**src/rtl/ula_pkg.sv**
```systemverilog
// Shared types for the shift/flag stage: default width, shift-op encoding, payload word.
// Latency: n/a (types and a pure decode function only).
// Backpressure: n/a.
package ula_pkg;

  localparam int WIDTH_DEF = 32;
  // Widest legal datapath; the payload struct is sized to it so one type serves every WIDTH.
  localparam int WIDTH_MAX = 64;

  typedef enum logic [1:0] {
    NONE    = 2'd0,
    SLL8    = 2'd1,
    SRA1    = 2'd2,
    ILLEGAL = 2'd3
  } shift_op_e;

  // c holds the shifted result in its low WIDTH bits; bits above WIDTH stay zero.
  typedef struct packed {
    logic [WIDTH_MAX-1:0] c;
    logic                 n;
    logic                 z;
    logic                 cout;
  } payload_t;

  function automatic shift_op_e decode_op(input logic sll8, input logic sra1);
    case ({sra1, sll8})
      2'b01:   return SLL8;
      2'b10:   return SRA1;
      2'b11:   return ILLEGAL;
      default: return NONE;
    endcase
  endfunction

endpackage

```
**src/rtl/shift_nz_stage_if.sv**
```systemverilog
// Bundle of the stage's upstream (ALU word in) and downstream (C-bus word out) signals.
// Latency: n/a (wiring only).
// Backpressure: in_valid/in_ready upstream, out_valid/out_ready downstream.
interface shift_nz_stage_if
  import ula_pkg::*;
#(
  parameter int WIDTH = WIDTH_DEF
);
  logic             in_valid;
  logic             in_ready;
  logic [WIDTH-1:0] alu_res;
  logic             alu_cout;
  logic             sll8;
  logic             sra1;
  logic             out_valid;
  logic             out_ready;
  logic [WIDTH-1:0] c_bus;
  logic             n_flag;
  logic             z_flag;
  logic             cout_q;
  logic             op_err;

  // master: the environment around the stage (ALU side driving, C-bus side consuming).
  modport master (
    output in_valid, alu_res, alu_cout, sll8, sra1, out_ready,
    input  in_ready, out_valid, c_bus, n_flag, z_flag, cout_q, op_err
  );

  // slave: the stage itself.
  modport slave (
    input  in_valid, alu_res, alu_cout, sll8, sra1, out_ready,
    output in_ready, out_valid, c_bus, n_flag, z_flag, cout_q, op_err
  );
endinterface

```
**src/rtl/shifter_w.sv**
```systemverilog
// Combinational shifter: pass, shift-left-logical by 8, or shift-right-arithmetic by 1.
// Latency: 0 cycles (pure combinational).
// Backpressure: none.
// Ports: op (decoded shift op), din (ALU result), dout (shifted result).
module shifter_w
  import ula_pkg::*;
#(
  parameter int WIDTH = WIDTH_DEF
) (
  input  shift_op_e        op,
  input  logic [WIDTH-1:0] din,
  output logic [WIDTH-1:0] dout
);

  always_comb begin
    dout = din;
    case (op)
      SLL8:    dout = {din[WIDTH-9:0], 8'b0};
      SRA1:    dout = {din[WIDTH-1], din[WIDTH-1:1]};
      // ILLEGAL deliberately passes the word through; the stage flags it separately.
      default: dout = din;
    endcase
  end

endmodule

```
**src/rtl/shift_nz_stage.sv**
```systemverilog
// Shift/flag stage: shifts the ALU word, derives N/Z/carry, buffers in a 2-entry skid pipeline.
// Latency: 1 cycle from accept to out_valid when the output register is free or draining.
// Backpressure: in_ready is a registered !skid_full, so it never depends combinationally on out_ready.
// Ports: clk, rst_n (async, active-low), io (slave modport: in_* upstream, out_*/c_bus/flags downstream, op_err).
module shift_nz_stage
  import ula_pkg::*;
#(
  parameter int WIDTH = WIDTH_DEF
) (
  input  logic           clk,
  input  logic           rst_n,
  shift_nz_stage_if.slave io
);

  shift_op_e        shift_op;
  logic [WIDTH-1:0] shifted;
  payload_t         new_pl;

  payload_t out_q,      out_d;
  logic     out_vld_q,  out_vld_d;
  payload_t skid_q,     skid_d;
  logic     skid_vld_q, skid_vld_d;
  logic     in_rdy_q,   in_rdy_d;
  logic     op_err_q,   op_err_d;

  logic accept;
  logic out_free;

  assign shift_op = decode_op(io.sll8, io.sra1);

  shifter_w #(.WIDTH(WIDTH)) u_shifter (
    .op   (shift_op),
    .din  (io.alu_res),
    .dout (shifted)
  );

  // Flags come from the unshifted ALU word.
  always_comb begin
    new_pl              = '0;
    new_pl.c[WIDTH-1:0] = shifted;
    new_pl.n            = io.alu_res[WIDTH-1];
    new_pl.z            = (io.alu_res == '0);
    new_pl.cout         = io.alu_cout;
  end

  assign accept   = io.in_valid & in_rdy_q;
  // Output register can take a word this cycle: empty, or its word leaves this cycle.
  assign out_free = ~out_vld_q | io.out_ready;

  always_comb begin
    out_d      = out_q;
    out_vld_d  = out_vld_q;
    skid_d     = skid_q;
    skid_vld_d = skid_vld_q;
    if (out_free) begin
      if (skid_vld_q) begin
        // Older skid word goes first; a same-cycle accept (not possible while the
        // skid is full, as in_ready is low) would refill the skid.
        out_d      = skid_q;
        out_vld_d  = 1'b1;
        skid_vld_d = accept;
        if (accept) skid_d = new_pl;
      end else begin
        out_vld_d = accept;
        if (accept) out_d = new_pl;
      end
    end else if (accept) begin
      skid_d     = new_pl;
      skid_vld_d = 1'b1;
    end
    in_rdy_d = ~skid_vld_d;
    op_err_d = accept & (shift_op == ILLEGAL);
  end

  always_ff @(posedge clk or negedge rst_n) begin
    if (!rst_n) begin
      out_q      <= '0;
      out_vld_q  <= 1'b0;
      skid_q     <= '0;
      skid_vld_q <= 1'b0;
      in_rdy_q   <= 1'b0;
      op_err_q   <= 1'b0;
    end else begin
      out_q      <= out_d;
      out_vld_q  <= out_vld_d;
      skid_q     <= skid_d;
      skid_vld_q <= skid_vld_d;
      in_rdy_q   <= in_rdy_d;
      op_err_q   <= op_err_d;
    end
  end

  assign io.in_ready  = in_rdy_q;
  assign io.out_valid = out_vld_q;
  assign io.c_bus     = out_q.c[WIDTH-1:0];
  assign io.n_flag    = out_q.n;
  assign io.z_flag    = out_q.z;
  assign io.cout_q    = out_q.cout;
  assign io.op_err    = op_err_q;

  // Payload bits above WIDTH are constant zero and never reach a port.
  logic unused_pad;
  assign unused_pad = ^{out_q.c, skid_q.c};

endmodule

```
**src/flat_wrapper.sv**
```systemverilog
// flat-port wrapper written by rule: the top's interface ports become plain ports
module shift_nz_stage_flat import ula_pkg::*;
#(
  parameter int WIDTH = WIDTH_DEF
)
  (clk, rst_n, io_in_valid, io_alu_res, io_alu_cout, io_sll8, io_sra1, io_out_ready, io_in_ready, io_out_valid, io_c_bus, io_n_flag, io_z_flag, io_cout_q, io_op_err);
  shift_nz_stage_if #(.WIDTH(WIDTH)) io_i ();
  input  logic clk;
  input  logic rst_n;
  input wire logic [$bits(io_i.in_valid)-1:0] io_in_valid;
  input wire logic [$bits(io_i.alu_res)-1:0] io_alu_res;
  input wire logic [$bits(io_i.alu_cout)-1:0] io_alu_cout;
  input wire logic [$bits(io_i.sll8)-1:0] io_sll8;
  input wire logic [$bits(io_i.sra1)-1:0] io_sra1;
  input wire logic [$bits(io_i.out_ready)-1:0] io_out_ready;
  output wire logic [$bits(io_i.in_ready)-1:0] io_in_ready;
  output wire logic [$bits(io_i.out_valid)-1:0] io_out_valid;
  output wire logic [$bits(io_i.c_bus)-1:0] io_c_bus;
  output wire logic [$bits(io_i.n_flag)-1:0] io_n_flag;
  output wire logic [$bits(io_i.z_flag)-1:0] io_z_flag;
  output wire logic [$bits(io_i.cout_q)-1:0] io_cout_q;
  output wire logic [$bits(io_i.op_err)-1:0] io_op_err;
  assign io_i.in_valid = io_in_valid;
  assign io_i.alu_res = io_alu_res;
  assign io_i.alu_cout = io_alu_cout;
  assign io_i.sll8 = io_sll8;
  assign io_i.sra1 = io_sra1;
  assign io_i.out_ready = io_out_ready;
  assign io_in_ready = io_i.in_ready;
  assign io_out_valid = io_i.out_valid;
  assign io_c_bus = io_i.c_bus;
  assign io_n_flag = io_i.n_flag;
  assign io_z_flag = io_i.z_flag;
  assign io_cout_q = io_i.cout_q;
  assign io_op_err = io_i.op_err;
  shift_nz_stage #(.WIDTH(WIDTH)) u_core (.clk(clk), .rst_n(rst_n), .io(io_i));
endmodule
```
**config.mk**
```make
export PLATFORM = sky130hd
export DESIGN_NAME = shift_nz_stage_flat
export DESIGN_NICKNAME = d
export VERILOG_FILES = /design/src/rtl/ula_pkg.sv /design/src/rtl/shift_nz_stage_if.sv /design/src/rtl/shifter_w.sv /design/src/rtl/shift_nz_stage.sv /design/src/flat_wrapper.sv
export SDC_FILE = /design/constraint.sdc
export NUM_CORES = 1
export LEC_CHECK = 0
export ABC_AREA = 0
export ABC_CLOCK_PERIOD_IN_PS = 1500
export BUFFER_PORTS_ARGS = -buffer_cell sky130_fd_sc_hd__buf_2
export CORE_ASPECT_RATIO = 1.2
export CORE_MARGIN = 1.5
export CORE_UTILIZATION = 35
export DETAILED_ROUTE_END_ITERATION = 6
export MAX_ROUTING_LAYER = met4
export PLACE_DENSITY = 0.54
export SLEW_MARGIN = 20
export SYNTH_ARGS = -nofsm -noshare
export SYNTH_HDL_FRONTEND = slang
export SYNTH_HIERARCHICAL = 1
export SYNTH_SLANG_ARGS = --single-unit
```
**constraint.sdc**
```tcl
create_clock -name clk -period 1.5 [get_ports clk]
set_input_delay 0.3 -clock clk [delete_from_list [all_inputs] [get_ports clk]]
set_output_delay 0.3 -clock clk [all_outputs]
set_load 0.005 [all_outputs]
```
==> results of run 1 <==
where the power goes:
part           internal (mW)  leakage [nW]  switching, mW
clock                   1.71         0.172          0.808
combinational           2.02          1.17           1.83
sequential              2.98         0.887          0.489
total                   6.71          2.23           3.12
kinds of logic after synthesis:
family | synth area share, %
AO/OA/AOI/OAI | 15.2
multiplexers | 19.1
buffers and inverters | 5.85
flip-flops | 48.9
AND/OR/NAND/NOR | 10.4
adder cells (fa/ha/maj) | 0.660
metrics by stage:
| step | util, % | instance area, sq um | power [mW] |
|---|---|---|---|
| final | 47.0 | 4940 | 9.83 |
| after detailed placement | 42.9 | 4510 | 7.19 |
| after CTS | 46.3 | 4870 | 9.76 |
| after global routing | 47.0 | 4940 | 10.5 |
| after global placement | 42.9 | 4510 | 7.09 |
| after floorplan | - | 3800 | 5.85 |
synthesized netlist by cell type (all sizes together):
cell	count
o31ai	1
mux2	34
and2	2
nor4	8
a31oi	1
ha	2
nand4	2
clkbuf	2
nand2	29
a21oi	35
nor2	36
a22oi	23
and3	1
dfrtp	74
or3	1
nand2b	1
mux2i	34
o21ai	26
buf	26
nand3b	1
nor2b	2
a22o	7
inv	3
final cells by class:
class / instances / share of cell area, %
sequential: 74 / 37.5
clock inverter: 4 / 2.00
tap: 129 / 3.27
clock buffer: 11 / 5.12
inverter: 3 / 0.228
timing repair buffer: 115 / 16.7
multi-input combinational: 246 / 35.2
metal layers:
metal  part of all wire [%]  vias to the layer above  wire length (um)
met5                      0                        -                 0
met4                    1.5                        0               140
li1                       -                     1453                 -
met3                    5.1                        9               480
met1                     46                     1422              4300
met2                     48                       96              4470
how the worst max path moves through the flow:
stage	startpoint	end	slack, ns	cells after the start
final	u_core/io.out_valid$_DFFE_PN0N_	u_core/skid_q[20]$_DFFE_PN0P_	0.1	4
after global routing	u_core/io.out_valid$_DFFE_PN0N_	u_core/io.c_bus[16]$_DFFE_PN0P_	0.01	7
after CTS	u_core/io.out_valid$_DFFE_PN0N_	u_core/io.c_bus[30]$_DFFE_PN0P_	0.03	6
after detailed placement	io_sll8	u_core/io.c_bus[7]$_DFFE_PN0P_	-0.10	7
after global placement	io_sll8	u_core/io.c_bus[0]$_DFFE_PN0P_	-0.08	7
after floorplan	io_sra1	u_core/skid_q[15]$_DFFE_PN0P_	-0.006	7
critical path: stages (launching register included):
cell,delay [ns]
dfrtp_1,0.37
nor2b_2,0.17
o21ai_4,0.19
buf_12,0.20
mux2_2,0.34
timing repair:
| action | CTS | global route |
|---|---|---|
| setup endpoints to repair | 0 | 13 |
| hold buffers | 1 | 0 |
| setup buffers | 0 | 3 |
| hold endpoints to repair | 18 | 0 |
| resized for setup | 0 | 2 |
sequential cells by signal, indices dropped and copies added, names as in the netlist:
signal	count
u_core/io.cout_q	1
u_core/io.out_valid	1
u_core/skid_q	35
u_core/io.n_flag	1
u_core/skid_vld_q	1
u_core/io.in_ready	1
u_core/io.z_flag	1
u_core/io.op_err	1
u_core/io.c_bus	32
cells in the final DEF (no fill, tap or decap), types with 4 or more instances in the layout:
cell,Yosys,layout
nor4_1,4,4
a22o_1,7,7
buf_2,9,75
nor4_2,4,4
buf_12,0,10
a21oi_1,35,34
buf_4,9,27
o21ai_0,7,5
mux2_2,34,34
a22oi_1,23,23
o21ai_1,17,19
mux2i_1,34,34
nor2_1,36,35
dfrtp_1,74,73
nand2_1,29,29
clkbuf_16,0,10
==> results.py, run 1 <==
metrics = {
    "status": {
        "status": "completed",
    },
    "timing": {
        "setup_viol": 0,
        "slew-limit-headroom_pct": 77.6,
        "fmax_ghz": 0.713,
        "finalHoldViolations": 0,
        "tns_ns": 0,
        "rsz0062_at_grt": "false",
        "finalMaxSlewViolations": 0,
        "fin_skew_ns": 0.00519,
        "worstMarginPinSlew_ns": 0.333,
        "period_minus_slack_ns": 1.40,
        "holdWs_ns": 0.228,
        "worst_slack_ns": 0.0974,
        "min_period_over_period_pct": 93.5,
    },
    "floorplan": {
        "num_rows": 41,
        "fp.dieArea_sq_um": 11500,
        "ios": 77,
        "initial_core_util_pct": 36.0,
        "die_h_um": 117,
        "dieWidth_um": 98.0,
        "core_region_area_sq_um": 10500,
    },
    "routing": {
        "dr.pass1.iters": 4,
        "wire_per_inst_um": 16.1,
        "drtIter0Drc": 153,
        "routed_wl_um": 9380,
        "drc": 0,
        "viasPerCell": 5.12,
        "vias": 2980,
        "ant_nets": 0,
    },
    "grt": {
        "grt.met2_usage_pct": 26.3,
        "use_met3_pct": 3.33,
        "busiest_layer": "met2",
        "track_usage_pct": 17.3,
        "first_global_vias": 2859,
        "grt_overflow": 0,
        "grt_first_pass_wirelength_um": 14700,
        "grt_max_degree": 43,
        "antenna_found_initial": 0,
        "use_met1_pct": 22.9,
    },
    "min_path": {
        "holdCritStartpoint": "io_alu_cout",
        "min_to": "u_core/skid_q[0]$_DFFE_PN0P_",
        "min_path_type": "in2reg",
        "min_path_cells": 2,
    },
    "yosys": {
        "synthCells": 351,
        "synth_top_cell_area_share_pct": 48.9,
        "syn-cell-area_sq_um": 3790,
        "syn_nets": 392,
        "ys_warn_count": 6,
        "synth_area_leader_cell": "dfrtp_1",
        "ys_ff_latch": 74,
        "synth.area.top_cells": "dfrtp_1 (49%), mux2_2 (10%), mux2i_1 (9.0%)",
        "yosysSeqAreaShare_pct": 48.9,
        "yosysUniqueCellTypes": 30,
        "avgSynthCellArea_sq_um": 10.8,
    },
    "layout": {
        "final_nets": 490,
        "drive_gt1_share_pct": 38.9,
        "area.growth.synth_to_final_pct": 30.4,
        "fillerInstances": 987,
        "stdcell_count": 582,
        "diodes": 0,
        "multi_input_comb_area_sq_um": 1740,
        "seq_area_sq_um": 1850,
    },
    "setup_path": {
        "ff2ff_setup_slack_ns": 0.1,
        "worst-r2r-cell-count": 4,
        "endpoint_kind": "register",
        "critPathMaxFanout": 22,
        "worstSetupStartpointType": "register",
        "crit_type": "reg2reg",
        "r2r_end": "u_core/skid_q[20]$_DFFE_PN0P_",
        "arrival_ns": 1.62,
        "required_ns": 1.72,
        "r2r_start": "u_core/io.out_valid$_DFFE_PN0N_",
    },
    "clock_network": {
        "clk_pin_slew_ns": 0.05,
        "cts_buffers": 9,
        "clock_sinks": 74,
        "root_buffer": "clkbuf_16",
        "clock_path_buffers": 2,
        "cts_tree": "built",
        "htreeDepth": 3,
        "clock_latency_ns": 0.33,
    },
    "placement": {
        "dp.cells": 562,
        "io_buffers": 76,
        "dp_slack_ns": -0.105,
        "gp_congestion": 0.839,
        "dp_hpwl_um": 6680,
    },
    "pwr": {
        "p_per_area_nw_per_um2": 1990,
        "p_leak_nw": 2.23,
        "ir_drop_v": 0.000932,
    },
    "job": {
        "maxCapViolCount": 0,
    },
}
Power figures use the tool's default switching activity.
==> inputs of run 2 (changes only) <==
--- a/config.mk
+++ b/config.mk
@@ -6,7 +6,7 @@
 export NUM_CORES = 1
 export LEC_CHECK = 0
 export ABC_AREA = 0
-export ABC_CLOCK_PERIOD_IN_PS = 1500
+export ABC_CLOCK_PERIOD_IN_PS = 1160
 export BUFFER_PORTS_ARGS = -buffer_cell sky130_fd_sc_hd__buf_2
 export CORE_ASPECT_RATIO = 1.2
 export CORE_MARGIN = 1.5
==> constraint.sdc (replaced) <==
create_clock -name clk -period 1.16 [get_ports clk]
set_input_delay 0.232 -clock clk [delete_from_list [all_inputs] [get_ports clk]]
set_output_delay 0.232 -clock clk [all_outputs]
set_load 0.005 [all_outputs]
==> run 2 against run 1 <==
  * Highest routed layer unchanged
  * The run now ends with negative setup slack left
  * Final cell count rose by 6.0%
  * Clock-buffer cell count did not move
  * Critical endpoint is now u_core/io.c_bus[16]$_DFFE_PN0P_
  * Critical path type unchanged
  * Largest power group unchanged
  * Register-to-register slack got worse by 0.34 ns
==> results.py, run 2 (same netlist as run 1, synthesis figures left out) <==
metrics = {
    "status": {
        "status": "complete, but fails checks",
        "violations": "negative setup slack",
    },
    "setup_path": {
        "crit_type": "reg2reg",
        "worst-r2r-cell-count": 7,
        "required_ns": 1.42,
        "r2r_start": "u_core/io.out_valid$_DFFE_PN0N_",
        "cp_slowest_cell": "dfrtp_1",
        "crit_path_start": "u_core/io.out_valid$_DFFE_PN0N_",
        "endpoint_kind": "register",
        "slowest_delay_ns": 0.37,
        "ff2ff_setup_slack_ns": -0.24,
        "r2r_end": "u_core/io.c_bus[16]$_DFFE_PN0P_",
        "worstSetupStartpointType": "register",
        "endpoint": "u_core/io.c_bus[16]$_DFFE_PN0P_",
        "cp_cell_sequence": "nor2b_4, buf_4, nor2_4, buf_12, clkbuf_16, nor2_1, a21oi_1",
        "arrival_ns": 1.66,
        "critPathMaxFanout": 5,
    },
    "pwr": {
        "p_per_area_nw_per_um2": 2620,
        "combPwrFrac_pct": 45.4,
        "internal_power_mw": 9.61,
        "p_switching_mw": 4.69,
        "ir_drop_v": 0.000957,
        "clkPwrFrac_pct": 22.8,
        "p_leak_nw": 2.52,
        "p_sw_share_pct": 32.8,
        "seqPwrFrac_pct": 31.8,
    },
    "clock_network": {
        "clk_pin_slew_ns": 0.05,
        "htreeDepth": 3,
        "clock_path_buffers": 2,
        "cts_buffers": 9,
        "clock_sinks": 74,
        "cts_tree": "built",
        "root_buffer": "clkbuf_16",
        "clock_latency_ns": 0.34,
    },
    "grt": {
        "antenna_found_initial": 0,
        "grt_overflow": 0,
        "grt_max_degree": 41,
        "first_global_vias": 3058,
        "track_usage_pct": 18.8,
        "grt_first_pass_wirelength_um": 15800,
    },
    "layout": {
        "largest_reg_flops": 35,
        "fillerInstances": 944,
        "mostFrequentLayoutCell": "buf_2",
        "drive_gt1_share_pct": 47.3,
        "largest-register": "u_core/skid_q",
        "final_cell_area_sq_um": 5450,
        "diodes": 0,
        "final_nets": 524,
        "final_util_pct": 51.8,
        "area.growth.synth_to_final_pct": 43.8,
        "stdcell_count": 617,
        "final_cell_mix": "buf_2 (74), dfrtp_1 (73), buf_4 (49)",
    },
    "placement": {
        "io_buffers": 76,
        "placed_cell_area_sq_um": 4710,
        "dp.cells": 584,
        "gp_congestion": 0.848,
        "dp_hpwl_um": 6910,
    },
    "timing": {
        "worst_slack_ns": -0.239,
        "fmax_ghz": 0.715,
        "finalMaxSlewViolations": 0,
        "finalHoldViolations": 0,
        "fin_skew_ns": 0.00628,
        "min_period_over_period_pct": 121,
        "tns_ns": -13.47,
        "holdWs_ns": 0.148,
        "rsz0062_at_grt": "true",
        "period_minus_slack_ns": 1.40,
        "worstMarginPinSlew_ns": 0.302,
        "slew-limit-headroom_pct": 79.7,
        "setup_viol": 72,
    },
    "job": {
        "maxCapViolCount": 0,
    },
    "routing": {
        "drc": 0,
        "wire_per_inst_um": 18.2,
        "drtIter0Drc": 184,
        "routed_wl_um": 11200,
        "dr.pass1.iters": 5,
        "vias": 3222,
        "ant_nets": 0,
        "viasPerCell": 5.22,
    },
    "min_path": {
        "min_path_type": "in2reg",
    },
    "floorplan": {
        "fp.dieArea_sq_um": 11500,
        "dieWidth_um": 98.0,
        "ios": 77,
        "die_h_um": 117,
        "initial_core_util_pct": 36.0,
        "num_rows": 41,
        "core_region_area_sq_um": 10500,
    },
}
## run 2: cell types whose count changed in the layout (fill, tap and decap cells not counted), sizes merged
cell / change
buf: +32
clkbuf: +2
clkinv: +1
## run 2: routing by layer
| metal | GRT usage, % | up-vias | routed length, um |
|---|---|---|---|
| met5 | - | - | 0 |
| met1 | 23.4 | 1591 | 5030 |
| met2 | 29.7 | 95 | 5430 |
| met4 | 7.71 | 0 | 229 |
| met3 | 4.39 | 12 | 514 |
| li1 | - | 1524 | - |
## run 2: cell type report
| type | count | area (sq um) | share of cell area, % |
|---|---|---|---|
| Clock buffer | 11 | 253 | 4.64 |
| Tap cell | 129 | 161 | 2.96 |
| Clock inverter | 5 | 100 | 1.84 |
| Multi-Input combinational cell | 246 | 1890 | 34.7 |
| Inverter | 3 | 11.3 | 0.207 |
| Timing Repair Buffer | 149 | 1180 | 21.6 |
| Sequential cell | 74 | 1850 | 34.0 |
## run 2: power by group through the flow
stage	Clock, mW	Sequential [mW]	Combinational (mW)
2_1_floorplan	0	4.49	3.19
3_3_place_gp	0	4.48	4.94
3_5_place_dp	0	4.54	5.00
4_1_cts	3.35	4.53	5.53
5_1_grt	3.47	4.70	7.02
6_report	3.26	4.54	6.49
## run 2: critical path: cells and delay by family (launching register included)
kind	cells	cell delay (ns)
simple gates	3	0.38
compound gates	1	0.12
flops	1	0.37
buf+inv	3	0.45
## run 2: worst min-delay path by stage
stage	from	end	slack [ns]	cells after the start
final	io_alu_cout	u_core/skid_q[0]$_DFFE_PN0P_	0.15	2
after detailed placement	rst_n	u_core/skid_q[0]$_DFFE_PN0P_	0.11	1
after CTS	io_alu_cout	u_core/skid_q[0]$_DFFE_PN0P_	0.14	2
after global routing	io_alu_cout	u_core/skid_q[0]$_DFFE_PN0P_	0.14	2
after global placement	rst_n	u_core/io.cout_q$_DFFE_PN0P_	0.10	1
after floorplan	rst_n	u_core/io.c_bus[0]$_DFFE_PN0P_	-0.06	0
## run 2: repair_timing
action / in CTS / in global routing
hold endpoints to repair: 12 / 0
setup endpoints to repair: 72 / 74
resized for setup: 23 / 20
hold buffers: 1 / 0
buffers inserted: 5 / 4
cloned: 2 / 7
pin swaps: 1 / 1
## run 2: stage by stage
step / setup slack [ns] / power [mW]
2_1_floorplan: -0.278 / 7.68
3_3_place_gp: -0.425 / 9.42
3_5_place_dp: -0.444 / 9.54
4_1_cts: -0.234 / 13.4
5_1_grt: -0.289 / 15.2
6_report: -0.239 / 14.3
==> inputs of run 3 (changes only) <==
==> constraint.sdc (replaced) <==
create_clock -name clk -period 1.16 [get_ports clk]
set_input_delay 0.058 -clock clk [delete_from_list [all_inputs] [get_ports clk]]
set_output_delay 0.058 -clock clk [all_outputs]
set_load 0.005 [all_outputs]
==> run 3 against run 2 <==
  * The run still ends with negative setup slack left
  * Design area grew 1.1%
  * Non-clock buffer count decreased by 3
  * Sequential share of layout area decreased by 0.37 points
  * Combinational power increased by 7.7%
  * Via count rose by 0.65%
  * Global-route usage grew 0.69 points
  * Flip-flop and latch count unchanged
==> results.py, run 3 (same netlist as run 1, synthesis figures left out) <==
metrics = {
    "min_path": {
        "holdCritStartpoint": "io_sll8",
        "min_path_cells": 2,
        "min_path_type": "in2reg",
        "min_to": "u_core/io.op_err$_DFF_PN0_",
    },
    "pwr": {
        "ir_drop_v": 0.000956,
        "p_per_area_nw_per_um2": 2620,
        "fin_total_pwr_mw": 14.4,
        "p_leak_nw": 2.58,
    },
    "setup_path": {
        "slowest_delay_ns": 0.37,
        "crit_family": "flip-flops",
        "critPathMaxFanout": 5,
        "r2r_start": "u_core/io.out_valid$_DFFE_PN0N_",
        "crit_type": "reg2reg",
        "r2r_end": "u_core/skid_q[2]$_DFFE_PN0P_",
        "worstSetupStartpointType": "register",
        "path_buf_inv": 2,
        "cp_slowest_cell": "dfrtp_1",
        "endpoint_kind": "register",
        "ff2ff_setup_slack_ns": -0.26,
        "cp_cell_sequence": "nor2b_4, o21ai_4, buf_12, clkbuf_16, mux2_4",
        "required_ns": 1.37,
        "worst-r2r-cell-count": 5,
        "arrival_ns": 1.64,
    },
    "layout": {
        "largest_reg_flops": 35,
        "fillerInstances": 937,
        "diodes": 0,
        "final_nets": 521,
        "drive_gt1_share_pct": 47.8,
        "stdcell_count": 614,
        "mostFrequentLayoutCell": "buf_2",
        "area.growth.synth_to_final_pct": 45.3,
        "final_cell_mix": "buf_2 (75), dfrtp_1 (73), buf_4 (47)",
        "largest-register": "u_core/skid_q",
        "multi_input_comb_area_sq_um": 1990,
        "seq_area_sq_um": 1850,
    },
    "placement": {
        "dp_hpwl_um": 7000,
        "dp.cells": 582,
        "io_buffers": 76,
        "gp_congestion": 0.844,
    },
    "clock_network": {
        "cts_buffers": 9,
        "htreeDepth": 3,
        "cts_tree": "built",
        "clock_sinks": 74,
        "clock_path_buffers": 2,
        "clock_latency_ns": 0.34,
        "root_buffer": "clkbuf_16",
        "clk_pin_slew_ns": 0.06,
    },
    "timing": {
        "finalMaxSlewViolations": 0,
        "fmax_ghz": 0.703,
        "fin_skew_ns": 0.00602,
        "worstMarginPinSlew_ns": 0.530,
        "setup_viol": 72,
        "worst_slack_ns": -0.263,
        "rsz0062_at_grt": "true",
        "finalHoldViolations": 0,
        "min_period_over_period_pct": 123,
        "slew-limit-headroom_pct": 64.7,
        "period_minus_slack_ns": 1.42,
    },
    "status": {
        "violations": "negative setup slack",
        "status": "complete, but fails checks",
    },
    "grt": {
        "track_usage_pct": 19.5,
        "grt_max_degree": 75,
        "first_global_vias": 3198,
        "grt_first_pass_wirelength_um": 16600,
        "grt_overflow": 0,
        "antenna_found_initial": 0,
    },
    "routing": {
        "vias": 3243,
        "wire_per_inst_um": 19.1,
        "drtIter0Drc": 185,
        "ant_nets": 0,
        "viasPerCell": 5.28,
        "dr.pass1.iters": 4,
        "drc": 0,
        "routed_wl_um": 11700,
    },
    "floorplan": {
        "fp.dieArea_sq_um": 11500,
        "die_h_um": 117,
        "ios": 77,
        "core_region_area_sq_um": 10500,
        "num_rows": 41,
        "dieWidth_um": 98.0,
        "initial_core_util_pct": 36.0,
    },
    "job": {
        "maxCapViolCount": 0,
    },
}
run 3: cell types whose count changed in the layout (fill, tap and decap cells not counted), sizes merged:
cell,change
bufinv,-2
clkinv,-1
clkbuf,+5
dlygate4sd3,+1
buf,-6
run 3: what timing repair did:
item / 4_1_cts / 5_1_grt
cloned: 2 / 6
pin swaps: 1 / 1
hold endpoints to repair: 75 / 0
gates resized for setup: 24 / 46
setup buffers: 2 / 4
hold buffers: 2 / 0
endpoints found under the setup margin: 72 / 72
run 3: worst max path at each step:
stage                     cells past startpoint                               to                             from  slack, ns
final                                         5     u_core/skid_q[2]$_DFFE_PN0P_  u_core/io.out_valid$_DFFE_PN0N_      -0.26
after global routing                          5     u_core/skid_q[2]$_DFFE_PN0P_  u_core/io.out_valid$_DFFE_PN0N_      -0.31
after CTS                                     5    u_core/skid_q[24]$_DFFE_PN0P_  u_core/io.out_valid$_DFFE_PN0N_      -0.25
after detailed placement                      7  u_core/io.c_bus[11]$_DFFE_PN0P_                          io_sra1      -0.32
after global placement                        7  u_core/io.c_bus[12]$_DFFE_PN0P_                          io_sra1      -0.30
after floorplan                               4    u_core/skid_q[10]$_DFFE_PN0P_  u_core/io.out_valid$_DFFE_PN0N_      -0.27
run 3: stage by stage:
| step | hold WS [ns] | util (%) | instance area [sq um] | setup WS [ns] | setup TNS [ns] |
|---|---|---|---|---|---|
| finish | 0.0162 | 52.4 | 5510 | -0.263 | -13.56 |
| floorplan | -0.238 | - | 3850 | -0.267 | -9.17 |
| global placement | 0.110 | 44.4 | 4670 | -0.299 | -14.94 |
| CTS | 0.0118 | 49.0 | 5150 | -0.255 | -12.79 |
| detailed placement | 0.113 | 44.4 | 4670 | -0.322 | -16.30 |
| global route | 0.0236 | 52.4 | 5510 | -0.313 | -17.03 |
run 3: power by group:
part,total [mW],leakage [nW],internal (mW),switching [mW]
Clock,2.85,0.147,1.78,1.07
Combinational,6.99,1.54,3.89,3.10
Sequential,4.57,0.887,3.86,0.714
Total,14.4,2.58,9.53,4.88
run 3: layer usage:
metal	up-vias	track usage (%)	share of wire, %	wire (um)
met1	1598	24.5	45	5260
met3	21	3.80	5.1	595
met2	101	30.9	48	5660
li1	1523	-	-	-
met5	-	-	0	0
met4	0	8.57	1.9	227
run 3: final cells by class:
class	instances	share of cell area, %
clock buffer	14	4.79
inverter	3	0.204
tap	129	2.93
clock inverter	2	0.636
timing repair buffer	146	21.6
multi-input combinational	246	36.2
sequential	74	33.7
run 3: worst reg2reg max path, stage by stage, from the launching register on:
cell and delay, ns:
dfrtp_1 0.37, nor2b_4 0.14, o21ai_4 0.17, buf_12 0.16, clkbuf_16 0.16, mux2_4 0.31
